==> src/rtl/dsp_mac_pkg.sv <==
// rtl/dsp_mac_pkg.sv - shared constants, state type and limit helpers for dsp_mac_pipe
package dsp_mac_pkg;

  localparam int OP_WIDTH    = 4;
  localparam int OP_PRE_EN   = 0;
  localparam int OP_PRE_SUB  = 1;
  localparam int OP_POST_SUB = 2;
  localparam int OP_LOAD_C   = 3;

  // Limits are built in a wide vector and sliced down to the user width.
  localparam int LIM_WIDTH = 128;

  typedef enum logic {
    IDLE  = 1'b0,
    ACCUM = 1'b1
  } acc_state_e;

  // Largest signed value representable in `width` bits (0111...1).
  function automatic logic [LIM_WIDTH-1:0] signed_max(input int width);
    logic [LIM_WIDTH-1:0] r;
    r = '0;
    for (int i = 0; i < LIM_WIDTH; i++) begin
      if (i < width - 1) r[i] = 1'b1;
    end
    return r;
  endfunction

  // Smallest signed value representable in `width` bits (1000...0).
  function automatic logic [LIM_WIDTH-1:0] signed_min(input int width);
    logic [LIM_WIDTH-1:0] r;
    r = '0;
    for (int i = 0; i < LIM_WIDTH; i++) begin
      if (i == width - 1) r[i] = 1'b1;
    end
    return r;
  endfunction

endpackage

==> src/rtl/dsp_mac_acc.sv <==
// rtl/dsp_mac_acc.sv - group accumulator stage with saturation, sticky overflow and beat count
module dsp_mac_acc
  import dsp_mac_pkg::*;
#(
  parameter int M_WIDTH   = 37,
  parameter int P_WIDTH   = 48,
  parameter int CNT_WIDTH = 8,
  parameter int SATURATE  = 1
) (
  input  logic                        clk_i,
  input  logic                        rst_ni,
  input  logic                        adv_i,
  input  logic                        valid_i,
  input  logic signed [M_WIDTH-1:0]   m_i,
  input  logic signed [P_WIDTH-1:0]   c_i,
  input  logic                        post_sub_i,
  input  logic                        load_c_i,
  input  logic                        last_i,
  input  logic                        out_ready_i,
  output logic                        out_valid_o,
  output logic signed [P_WIDTH-1:0]   p_o,
  output logic                        ovf_o,
  output logic [CNT_WIDTH-1:0]        cnt_o
);

  localparam logic [LIM_WIDTH-1:0] P_MAX_W = signed_max(P_WIDTH);
  localparam logic [LIM_WIDTH-1:0] P_MIN_W = signed_min(P_WIDTH);
  localparam logic signed [P_WIDTH-1:0] P_MAX = P_MAX_W[P_WIDTH-1:0];
  localparam logic signed [P_WIDTH-1:0] P_MIN = P_MIN_W[P_WIDTH-1:0];

  acc_state_e                 state_q, state_d;
  logic signed [P_WIDTH-1:0]  acc_q, acc_d;
  logic                       ovf_acc_q, ovf_acc_d;
  logic [CNT_WIDTH-1:0]       cnt_acc_q, cnt_acc_d;
  logic signed [P_WIDTH-1:0]  p_q, p_d;
  logic                       ovf_q, ovf_d;
  logic [CNT_WIDTH-1:0]       cnt_q, cnt_d;
  logic                       out_valid_q, out_valid_d;

  logic signed [P_WIDTH-1:0]  base;
  logic signed [P_WIDTH:0]    base_ext;
  logic signed [P_WIDTH:0]    m_ext;
  logic signed [P_WIDTH:0]    sum;
  logic                       overflow;
  logic signed [P_WIDTH-1:0]  result;
  logic                       grp_ovf;
  logic [CNT_WIDTH-1:0]       cnt_inc;

  // Beat arithmetic: pick the base, add/sub the product one bit wider, then clamp or wrap.
  always_comb begin
    base = acc_q;
    if (state_q == IDLE) base = load_c_i ? c_i : '0;
    base_ext = {base[P_WIDTH-1], base};
    m_ext    = {{(P_WIDTH + 1 - M_WIDTH){m_i[M_WIDTH-1]}}, m_i};
    sum      = post_sub_i ? (base_ext - m_ext) : (base_ext + m_ext);
    overflow = sum[P_WIDTH] ^ sum[P_WIDTH-1];
    result   = sum[P_WIDTH-1:0];
    if (overflow && (SATURATE != 0)) result = sum[P_WIDTH] ? P_MIN : P_MAX;
    grp_ovf  = ovf_acc_q | overflow;
    cnt_inc  = (&cnt_acc_q) ? cnt_acc_q : cnt_acc_q + CNT_WIDTH'(1);
  end

  // FSM and register next-state; nothing moves while the pipeline is stalled.
  always_comb begin
    state_d     = state_q;
    acc_d       = acc_q;
    ovf_acc_d   = ovf_acc_q;
    cnt_acc_d   = cnt_acc_q;
    p_d         = p_q;
    ovf_d       = ovf_q;
    cnt_d       = cnt_q;
    out_valid_d = out_valid_q;
    if (adv_i) begin
      if (out_valid_q && out_ready_i) out_valid_d = 1'b0;
      if (valid_i) begin
        if (last_i) begin
          p_d         = result;
          ovf_d       = grp_ovf;
          cnt_d       = cnt_inc;
          out_valid_d = 1'b1;
          acc_d       = '0;
          ovf_acc_d   = 1'b0;
          cnt_acc_d   = '0;
          state_d     = IDLE;
        end else begin
          acc_d       = result;
          ovf_acc_d   = grp_ovf;
          cnt_acc_d   = cnt_inc;
          state_d     = ACCUM;
        end
      end
    end
  end

  // State and output registers.
  always_ff @(posedge clk_i or negedge rst_ni) begin
    if (!rst_ni) begin
      state_q     <= IDLE;
      acc_q       <= '0;
      ovf_acc_q   <= 1'b0;
      cnt_acc_q   <= '0;
      p_q         <= '0;
      ovf_q       <= 1'b0;
      cnt_q       <= '0;
      out_valid_q <= 1'b0;
    end else begin
      state_q     <= state_d;
      acc_q       <= acc_d;
      ovf_acc_q   <= ovf_acc_d;
      cnt_acc_q   <= cnt_acc_d;
      p_q         <= p_d;
      ovf_q       <= ovf_d;
      cnt_q       <= cnt_d;
      out_valid_q <= out_valid_d;
    end
  end

  assign out_valid_o = out_valid_q;
  assign p_o         = p_q;
  assign ovf_o       = ovf_q;
  assign cnt_o       = cnt_q;

endmodule

==> src/rtl/dsp_mac_pipe.sv <==
// rtl/dsp_mac_pipe.sv - streaming pre-add/multiply/accumulate pipeline with backpressure
module dsp_mac_pipe
  import dsp_mac_pkg::*;
#(
  parameter int A_WIDTH   = 18,
  parameter int B_WIDTH   = 18,
  parameter int P_WIDTH   = 48,
  parameter int CNT_WIDTH = 8,
  parameter int SATURATE  = 1
) (
  input  logic                       CLK,
  input  logic                       RSTN,
  input  logic                       IN_VALID,
  output logic                       IN_READY,
  input  logic signed [A_WIDTH-1:0]  A,
  input  logic signed [B_WIDTH-1:0]  B,
  input  logic signed [B_WIDTH-1:0]  D,
  input  logic signed [P_WIDTH-1:0]  C,
  input  logic [OP_WIDTH-1:0]        OP,
  input  logic                       LAST,
  output logic                       OUT_VALID,
  input  logic                       OUT_READY,
  output logic signed [P_WIDTH-1:0]  P,
  output logic                       OVF,
  output logic [CNT_WIDTH-1:0]       CNT
);

  localparam int M_WIDTH = A_WIDTH + B_WIDTH + 1;

  if (P_WIDTH < A_WIDTH + B_WIDTH + 2) begin : g_width_check
    $error("dsp_mac_pipe: P_WIDTH must be at least A_WIDTH+B_WIDTH+2");
  end

  logic adv;

  // S1 registers
  logic                      s1_valid_q;
  logic signed [A_WIDTH-1:0] a_q;
  logic signed [B_WIDTH-1:0] b_q;
  logic signed [B_WIDTH-1:0] d_q;
  logic signed [P_WIDTH-1:0] c_q;
  logic [OP_WIDTH-1:0]       op_q;
  logic                      last_q;

  // S2 operand formation and registers
  logic signed [B_WIDTH:0]   b_ext;
  logic signed [B_WIDTH:0]   d_ext;
  logic signed [B_WIDTH:0]   pre;
  logic signed [B_WIDTH:0]   opnd;
  logic signed [M_WIDTH-1:0] a_m;
  logic signed [M_WIDTH-1:0] o_m;
  logic signed [M_WIDTH-1:0] m_d;

  logic                      s2_valid_q;
  logic signed [M_WIDTH-1:0] m_q;
  logic signed [P_WIDTH-1:0] c2_q;
  logic                      post_sub_q;
  logic                      load_c_q;
  logic                      last2_q;

  // The whole pipe advances together; a held result with no taker freezes everything.
  assign adv      = !OUT_VALID || OUT_READY;
  assign IN_READY = adv;

  // S1: capture the incoming beat; bubbles enter as valid=0.
  always_ff @(posedge CLK or negedge RSTN) begin
    if (!RSTN) begin
      s1_valid_q <= 1'b0;
      a_q        <= '0;
      b_q        <= '0;
      d_q        <= '0;
      c_q        <= '0;
      op_q       <= '0;
      last_q     <= 1'b0;
    end else if (adv) begin
      s1_valid_q <= IN_VALID;
      a_q        <= A;
      b_q        <= B;
      d_q        <= D;
      c_q        <= C;
      op_q       <= OP;
      last_q     <= LAST;
    end
  end

  // Pre-adder in B_WIDTH+1 bits, then a full-width signed product (operands pre-extended).
  always_comb begin
    b_ext = {b_q[B_WIDTH-1], b_q};
    d_ext = {d_q[B_WIDTH-1], d_q};
    pre   = op_q[OP_PRE_SUB] ? (d_ext - b_ext) : (d_ext + b_ext);
    opnd  = op_q[OP_PRE_EN] ? pre : b_ext;
    a_m   = {{(M_WIDTH - A_WIDTH){a_q[A_WIDTH-1]}}, a_q};
    o_m   = {{(M_WIDTH - B_WIDTH - 1){opnd[B_WIDTH]}}, opnd};
    m_d   = a_m * o_m;
  end

  // S2: register the product with the controls the accumulator still needs.
  always_ff @(posedge CLK or negedge RSTN) begin
    if (!RSTN) begin
      s2_valid_q <= 1'b0;
      m_q        <= '0;
      c2_q       <= '0;
      post_sub_q <= 1'b0;
      load_c_q   <= 1'b0;
      last2_q    <= 1'b0;
    end else if (adv) begin
      s2_valid_q <= s1_valid_q;
      m_q        <= m_d;
      c2_q       <= c_q;
      post_sub_q <= op_q[OP_POST_SUB];
      load_c_q   <= op_q[OP_LOAD_C];
      last2_q    <= last_q;
    end
  end

  dsp_mac_acc #(
    .M_WIDTH   (M_WIDTH),
    .P_WIDTH   (P_WIDTH),
    .CNT_WIDTH (CNT_WIDTH),
    .SATURATE  (SATURATE)
  ) u_acc (
    .clk_i       (CLK),
    .rst_ni      (RSTN),
    .adv_i       (adv),
    .valid_i     (s2_valid_q),
    .m_i         (m_q),
    .c_i         (c2_q),
    .post_sub_i  (post_sub_q),
    .load_c_i    (load_c_q),
    .last_i      (last2_q),
    .out_ready_i (OUT_READY),
    .out_valid_o (OUT_VALID),
    .p_o         (P),
    .ovf_o       (OVF),
    .cnt_o       (CNT)
  );

endmodule
==> config.mk <==
export PLATFORM = sky130hd
export DESIGN_NAME = dsp_mac_pipe
export DESIGN_NICKNAME = d
export VERILOG_FILES = /design/src/rtl/dsp_mac_pkg.sv /design/src/rtl/dsp_mac_acc.sv /design/src/rtl/dsp_mac_pipe.sv
export SDC_FILE = /design/constraint.sdc
export NUM_CORES = 2
export LEC_CHECK = 0
export CORE_MARGIN = 3
export CORE_UTILIZATION = 49
export CTS_BUF_LIST = sky130_fd_sc_hd__clkbuf_8
export DETAILED_ROUTE_END_ITERATION = 16
export GPL_ROUTABILITY_DRIVEN = 0
export GPL_TIMING_DRIVEN = 0
export PLACE_DENSITY = 0.67
export SYNTH_ARGS = -nofsm -noshare
export SYNTH_HDL_FRONTEND = slang
export SYNTH_SLANG_ARGS = --single-unit
export TNS_END_PERCENT = 20
==> constraint.sdc <==
create_clock -name CLK -period 11.6 [get_ports CLK]
set_input_delay 2.9 -clock CLK [delete_from_list [all_inputs] [get_ports CLK]]
set_output_delay 2.9 -clock CLK [all_outputs]
set_load 0.005 [all_outputs]
Yosys cells after proc, flatten, opt, wreduce, memory -nomap -nowiden
Index checks and enable logic that the tools add are counted.
Widths: inputs -> output; s select.
Cells by class
  $add $sub $neg: 5
  $mul: 1
  div/mod/pow operators: 0
  $lt $le $gt $ge: 0
  equal/unequal tests: 0
  shift operators: 0
  mux-type cells: 15
  bitwise logic cells: 2
  reduce and logical (&&, ||, !) cells: 6
Operators by type and width (number)
  $mux 48: 5
  $add 48x37->49: 1
  $mux 49: 1
  $sub 48x37->49: 1
  $mux 19: 2
  $mul 18x19->37: 1
  $add 18x18->19: 1
  $sub 18x18->19: 1
  $mux 8: 2
  $add 8x1->8 const B: 1
  $reduce_and 8->1: 1
  $mux 1: 5
  $reduce_and 3->1: 1
  $reduce_and 2->1: 1
  $logic_and 1x1->1: 1
  $logic_not 1->1: 1
  $logic_or 1x1->1: 1
  $or 1x1->1: 1
  $xor 1x1->1: 1
Word-level totals
  register bits after elaboration: 313
  bits in latches: 0
  bits in writable memories: 0
  bits in read-only memories: 0
  output and inout bits: 59
  memories kept: 0

Longest topological paths before layout
  depth after elaboration: 7
  mapped depth: 40
  gate-level depth less buffers: 38

Cells and area by module
A second synthesis with hierarchy kept.
Second synthesis, totals
  cell total of the unflattened synthesis: 3596
  area total of the unflattened synthesis: 30583.1 um^2
By module, submodules not included
  dsp_mac_pipe: times used 1, cells an instance 2495, area each 21760.9 um^2
  dsp_mac_acc: times used 1, cells an instance 1101, area each 8822.2 um^2

Worst setup path before layout
Ideal clock, no wire load.
  kind: register to register
  from: register b_q[6]
  to: register m_q[36]
  data arrival time: 8762 ps
  setup slack: 2703 ps
  stages on the path, launching flop included: 35
  path buffers: 1
  path through: dfrtp_1 or4_1 nand2b_1 nor3_1 nor2_1 xnor2_1 ha_1 nand2_1 nor4b_1 o211ai_1 a2111oi_0 o21ai_0 a31oi_2 clkbuf_1 and2_1 fa_1 fa_1 ha_1 inv_1 fa_1 inv_1 fa_1 inv_1 fa_1 inv_1 ha_1 nand3_1 nor2_1 a221oi_1 nand3_1 o211ai_1 nand3_1 a31oi_1 xnor2_1 o21ai_0
On the way
  word-level cells in the longest chain between the ends: 4
  elaborated cells on any way between the ends: 5
Ends and longest elaborated chain
  start: declaration: RTL line dsp_mac_pipe.sv:39  | logic signed [B_WIDTH-1:0] b_q;
  start signal: assignment: RTL line dsp_mac_pipe.sv:70  | b_q <= '0;
  start signal: assignment: RTL line dsp_mac_pipe.sv:78  | b_q <= B;
  $add 18x18->19 or $sub 18x18->19 (tied branches): RTL line dsp_mac_pipe.sv:90  | pre = op_q[OP_PRE_SUB] ? (d_ext - b_ext) : (d_ext + b_ext);
  $mux 19: RTL line dsp_mac_pipe.sv:90
  $mux 19 *: RTL line dsp_mac_pipe.sv:91  | opnd = op_q[OP_PRE_EN] ? pre : b_ext;
  $mul 18x19->37 *: RTL line dsp_mac_pipe.sv:94  | m_d = a_m * o_m;
  end signal: assignment: RTL line dsp_mac_pipe.sv:108  | m_q <= m_d;
  end: declaration: RTL line dsp_mac_pipe.sv:55  | logic signed [M_WIDTH-1:0] m_q;
Every way passes the cells marked *; elsewhere a longest branch is shown, timed or not.
A chain may end at the register's enable or synchronous reset.

Worst setup path after layout
  from: register b_q[6]
  to: register m_q[24]
The elaborated chain is that of the path after synthesis.

==> flow_metrics.py <==
metrics = {
    "status": {
        "result_of_the_run": "complete, no violations",
    },
    "setup_path": {
        "critical_path.max_stage_delay_ps": 740,
        "worst_setup_path_end_kind": "register",
        "largest_fanout_on_the_critical_path": 10,
        "worst_r2r_startpoint": "b_q[6]$_DFFE_PN0N_",
        "cpMostUsedCell": "fa_1",
        "rr_worst_depth": 35,
        "crit_family": "adder cells",
        "cp_data_required_time_ps": 12180,
        "path_class": "reg -> reg",
        "critical_path_arrival_ps": 11580,
        "cp.buffers_inverters": 6,
        "cpMaxStageDelayCell": "o31ai_2",
        "reg2reg_to": "m_q[24]$_DFFE_PN0N_",
        "critical_path.startpoint_type": "register",
        "register_to_register_setup_slack_ps": 590,
    },
    "clocking": {
        "clock_path_buffers": 3,
        "clkLatencyLatePin_ps": 700,
        "postCtsSetupBuffers": 0,
        "clkTransAtPathRegs_ps": 70,
        "clock-root-buffer": "clkbuf_8",
        "clkSinkCount": 313,
        "cts_inserted_buffers": 55,
        "post_cts_hold_buffer_count": 0,
        "postCtsResizedCells": 0,
        "tritoncts": "built",
        "clock_tree.htree_level_count": 2,
    },
    "synth": {
        "syn-cell-area_sq_um": 31000,
        "synth_ff_type": "dfrtp_1",
        "synth_top_family_by_area": "adder cells",
        "synth.ff_latch_count": 313,
        "synth-xor-area-share_pct": 3.90,
        "synth_cell_type_count": 80,
        "synth_compound_area_share_pct": 13.8,
        "post_synth_inst_count": 3632,
        "synth_fp_nets": 4249,
        "postSynthAreaPerCell_sq_um": 8.52,
        "async_s_r_ff_share_synth_pct": 100,
        "yosysWarnings": 0,
        "synth_simple_gate_area_share_pct": 19.2,
        "synth-edff-count": 0,
        "post_synth_mux_area_share_pct": 0.509,
        "synthAdderAreaFrac_pct": 29.5,
        "seq_total_area_yosys_pct": 25.3,
    },
    "grt": {
        "globalRouteOverflowTotal": 0,
        "global_route_wire_length_before_repair_mm": 151,
        "first_global_vias": 26700,
        "grt_start_max_net_pins": 91,
        "groute.usage.overall_pct": 29.3,
        "grt_antenna_before_repair": 3,
    },
    "hold_path": {
        "min_path_cells": 2,
        "worst_hold_launch": "c_q[26]$_DFFE_PN0N_",
        "hold_path.class": "reg -> reg",
        "hold_path_end": "c2_q[26]$_DFFE_PN0N_",
    },
    "floorplan": {
        "die_w_um": 257,
        "die_y_um": 257,
        "initial_core_util_pct": 49.9,
        "floorplan.io_pins": 170,
        "std_cell_rows": 91,
        "placeableCoreArea_sq_um": 62100,
        "die_area_sq_um": 66200,
    },
    "timing": {
        "timing.clock.skew_ps": 51.3,
        "rsz_0062_raised_after_global_routing": "no",
        "maxSlewHeadroom_pct": 6.36,
        "final-hold-violation-count": 0,
        "clock.fmax_ghz": 0.0909,
        "maxSlewViolCount": 0,
        "whs_ps": 433,
        "max_slew.worst_pin.slew_ps": 1400,
        "period_needed_ps": 11010,
        "final_worst_path_cycle_share_pct": 94.9,
        "setup-violations-final": 0,
    },
    "placed_design": {
        "detailed_place_hpwl_mm": 78.4,
        "numPortBuffers": 169,
        "place_area_sq_um": 33800,
    },
    "layout": {
        "layout_commonest_cell": "nand2_1",
        "design_area_sq_um": 35100,
        "most_frequent_cells_in_the_layout": "814 x nand2_1, 446 x inv_1, 341 x fa_1, 313 x dfrtp_1, 186 x a21oi_1",
        "fraction_of_final_layout_cells_with_drive_strength_greater_than_1_pct": 4.05,
        "area_delta_synth_final_pct": 13.5,
        "final_net_count": 4479,
    },
    "route": {
        "firstDrtPassIters": 6,
        "ant_nets": 0,
        "finalWirelength_mm": 96.2,
        "first_iter_violations": 2331,
        "vias": 26400,
        "drt-vias-per-instance": 5.56,
        "route.detailed.drc": 0,
        "drt-wirelength-per-cell_um": 20.3,
    },
    "flow_run": {
        "drv.max_cap_violation_count": 0,
    },
}
==> worst max-delay path by stage <==
stage / from / to / cells after the start
finish: b_q[6]$_DFFE_PN0N_ / m_q[24]$_DFFE_PN0N_ / 35
floorplan: b_q[6]$_DFFE_PN0N_ / m_q[36]$_DFFE_PN0N_ / 34
detailed placement: op_q[1]$_DFFE_PN0N_ / m_q[36]$_DFFE_PN0N_ / 35
CTS: op_q[1]$_DFFE_PN0N_ / m_q[36]$_DFFE_PN0N_ / 35
global route: b_q[6]$_DFFE_PN0N_ / m_q[36]$_DFFE_PN0N_ / 34
global placement: RSTN / a_q[5]$_DFFE_PN0N_ / 1
==> kinds of logic after synthesis <==
group | count (synthesis)
buffers and inverters | 628
adder cells (fa/ha/maj) | 529
AO/OA/AOI/OAI | 674
multiplexers | 15
AND/OR/NAND/NOR | 1335
flip-flops | 313
XOR/XNOR | 138
==> worst register-to-register path: cells and delay by family (launching register included) <==
family,cells,cell delay [ps]
adder cells (fa/ha/maj),8,3810
AND/OR/NAND/NOR,12,3180
AO/OA/AOI/OAI,8,2490
buffers and inverters,6,860
flip-flops,1,440
XOR/XNOR,1,150
==> sequential cells by signal, summed over array words and instances (netlist names) <==
signal / flops
a_q: 18
b_q: 18
c2_q: 48
c_q: 48
d_q: 18
last2_q: 1
last_q: 1
load_c_q: 1
m_q: 37
op_q: 4
post_sub_q: 1
s1_valid_q: 1
s2_valid_q: 1
u_acc.acc_q: 48
u_acc.cnt_acc_q: 8
u_acc.cnt_o: 8
u_acc.out_valid_o: 1
u_acc.ovf_acc_q: 1
u_acc.ovf_o: 1
u_acc.p_o: 48
u_acc.state_q: 1
==> layout make-up <==
type	count	area, sq um
antenna	1	2.50
buffer	189	754
clock buffer	73	1000
clock inverter	28	320
fill	5763	26900
inverter	439	1650
multi-input combinational	2691	20700
sequential	313	7830
tap	837	1050
timing repair buffer	173	1780
==> synth_stat cells (all sizes together) (27+ instances only) <==
cell type  number  area (sq um)
o21a           27           203
clkbuf        153           576
xnor2         108           946
dfrtp         313          7830
o21ai         200          1000
xor2           30           263
ha            165          2060
a21oi         186           931
fa            341          6830
a21o           27           203
nand2         814          3060
o31ai          28           220
nand3          37           185
and2          157           982
a22o           57           499
buf            36           178
inv           438          1640
nor2          144           541
nor3           52           265
==> through the flow <==
step           setup WS (ps)  setup TNS, ps  instances  util [%]
2_1_floorplan           2700              0       3632         -
3_3_place_gp           -6240       -1931250       4638      54.3
3_5_place_dp             459              0       4641      54.4
4_1_cts                  416              0       4742      56.6
5_1_grt                 63.5              0       4744      56.6
6_report                 595              0       4744      56.6
==> layer usage <==
metal  up-vias  global-route usage (%)  routed length (um)
li1      12200                       -                   -
met1     12900                    38.6               39200
met4         0                    12.4                4580
met2      1044                    48.8               45300
met3       204                    4.05                7050
met5         -                       0                   0
Power is left out: the tool's default activity adds up to more than one toggle a clock period on the data nets, which glitch-free logic cannot reach.
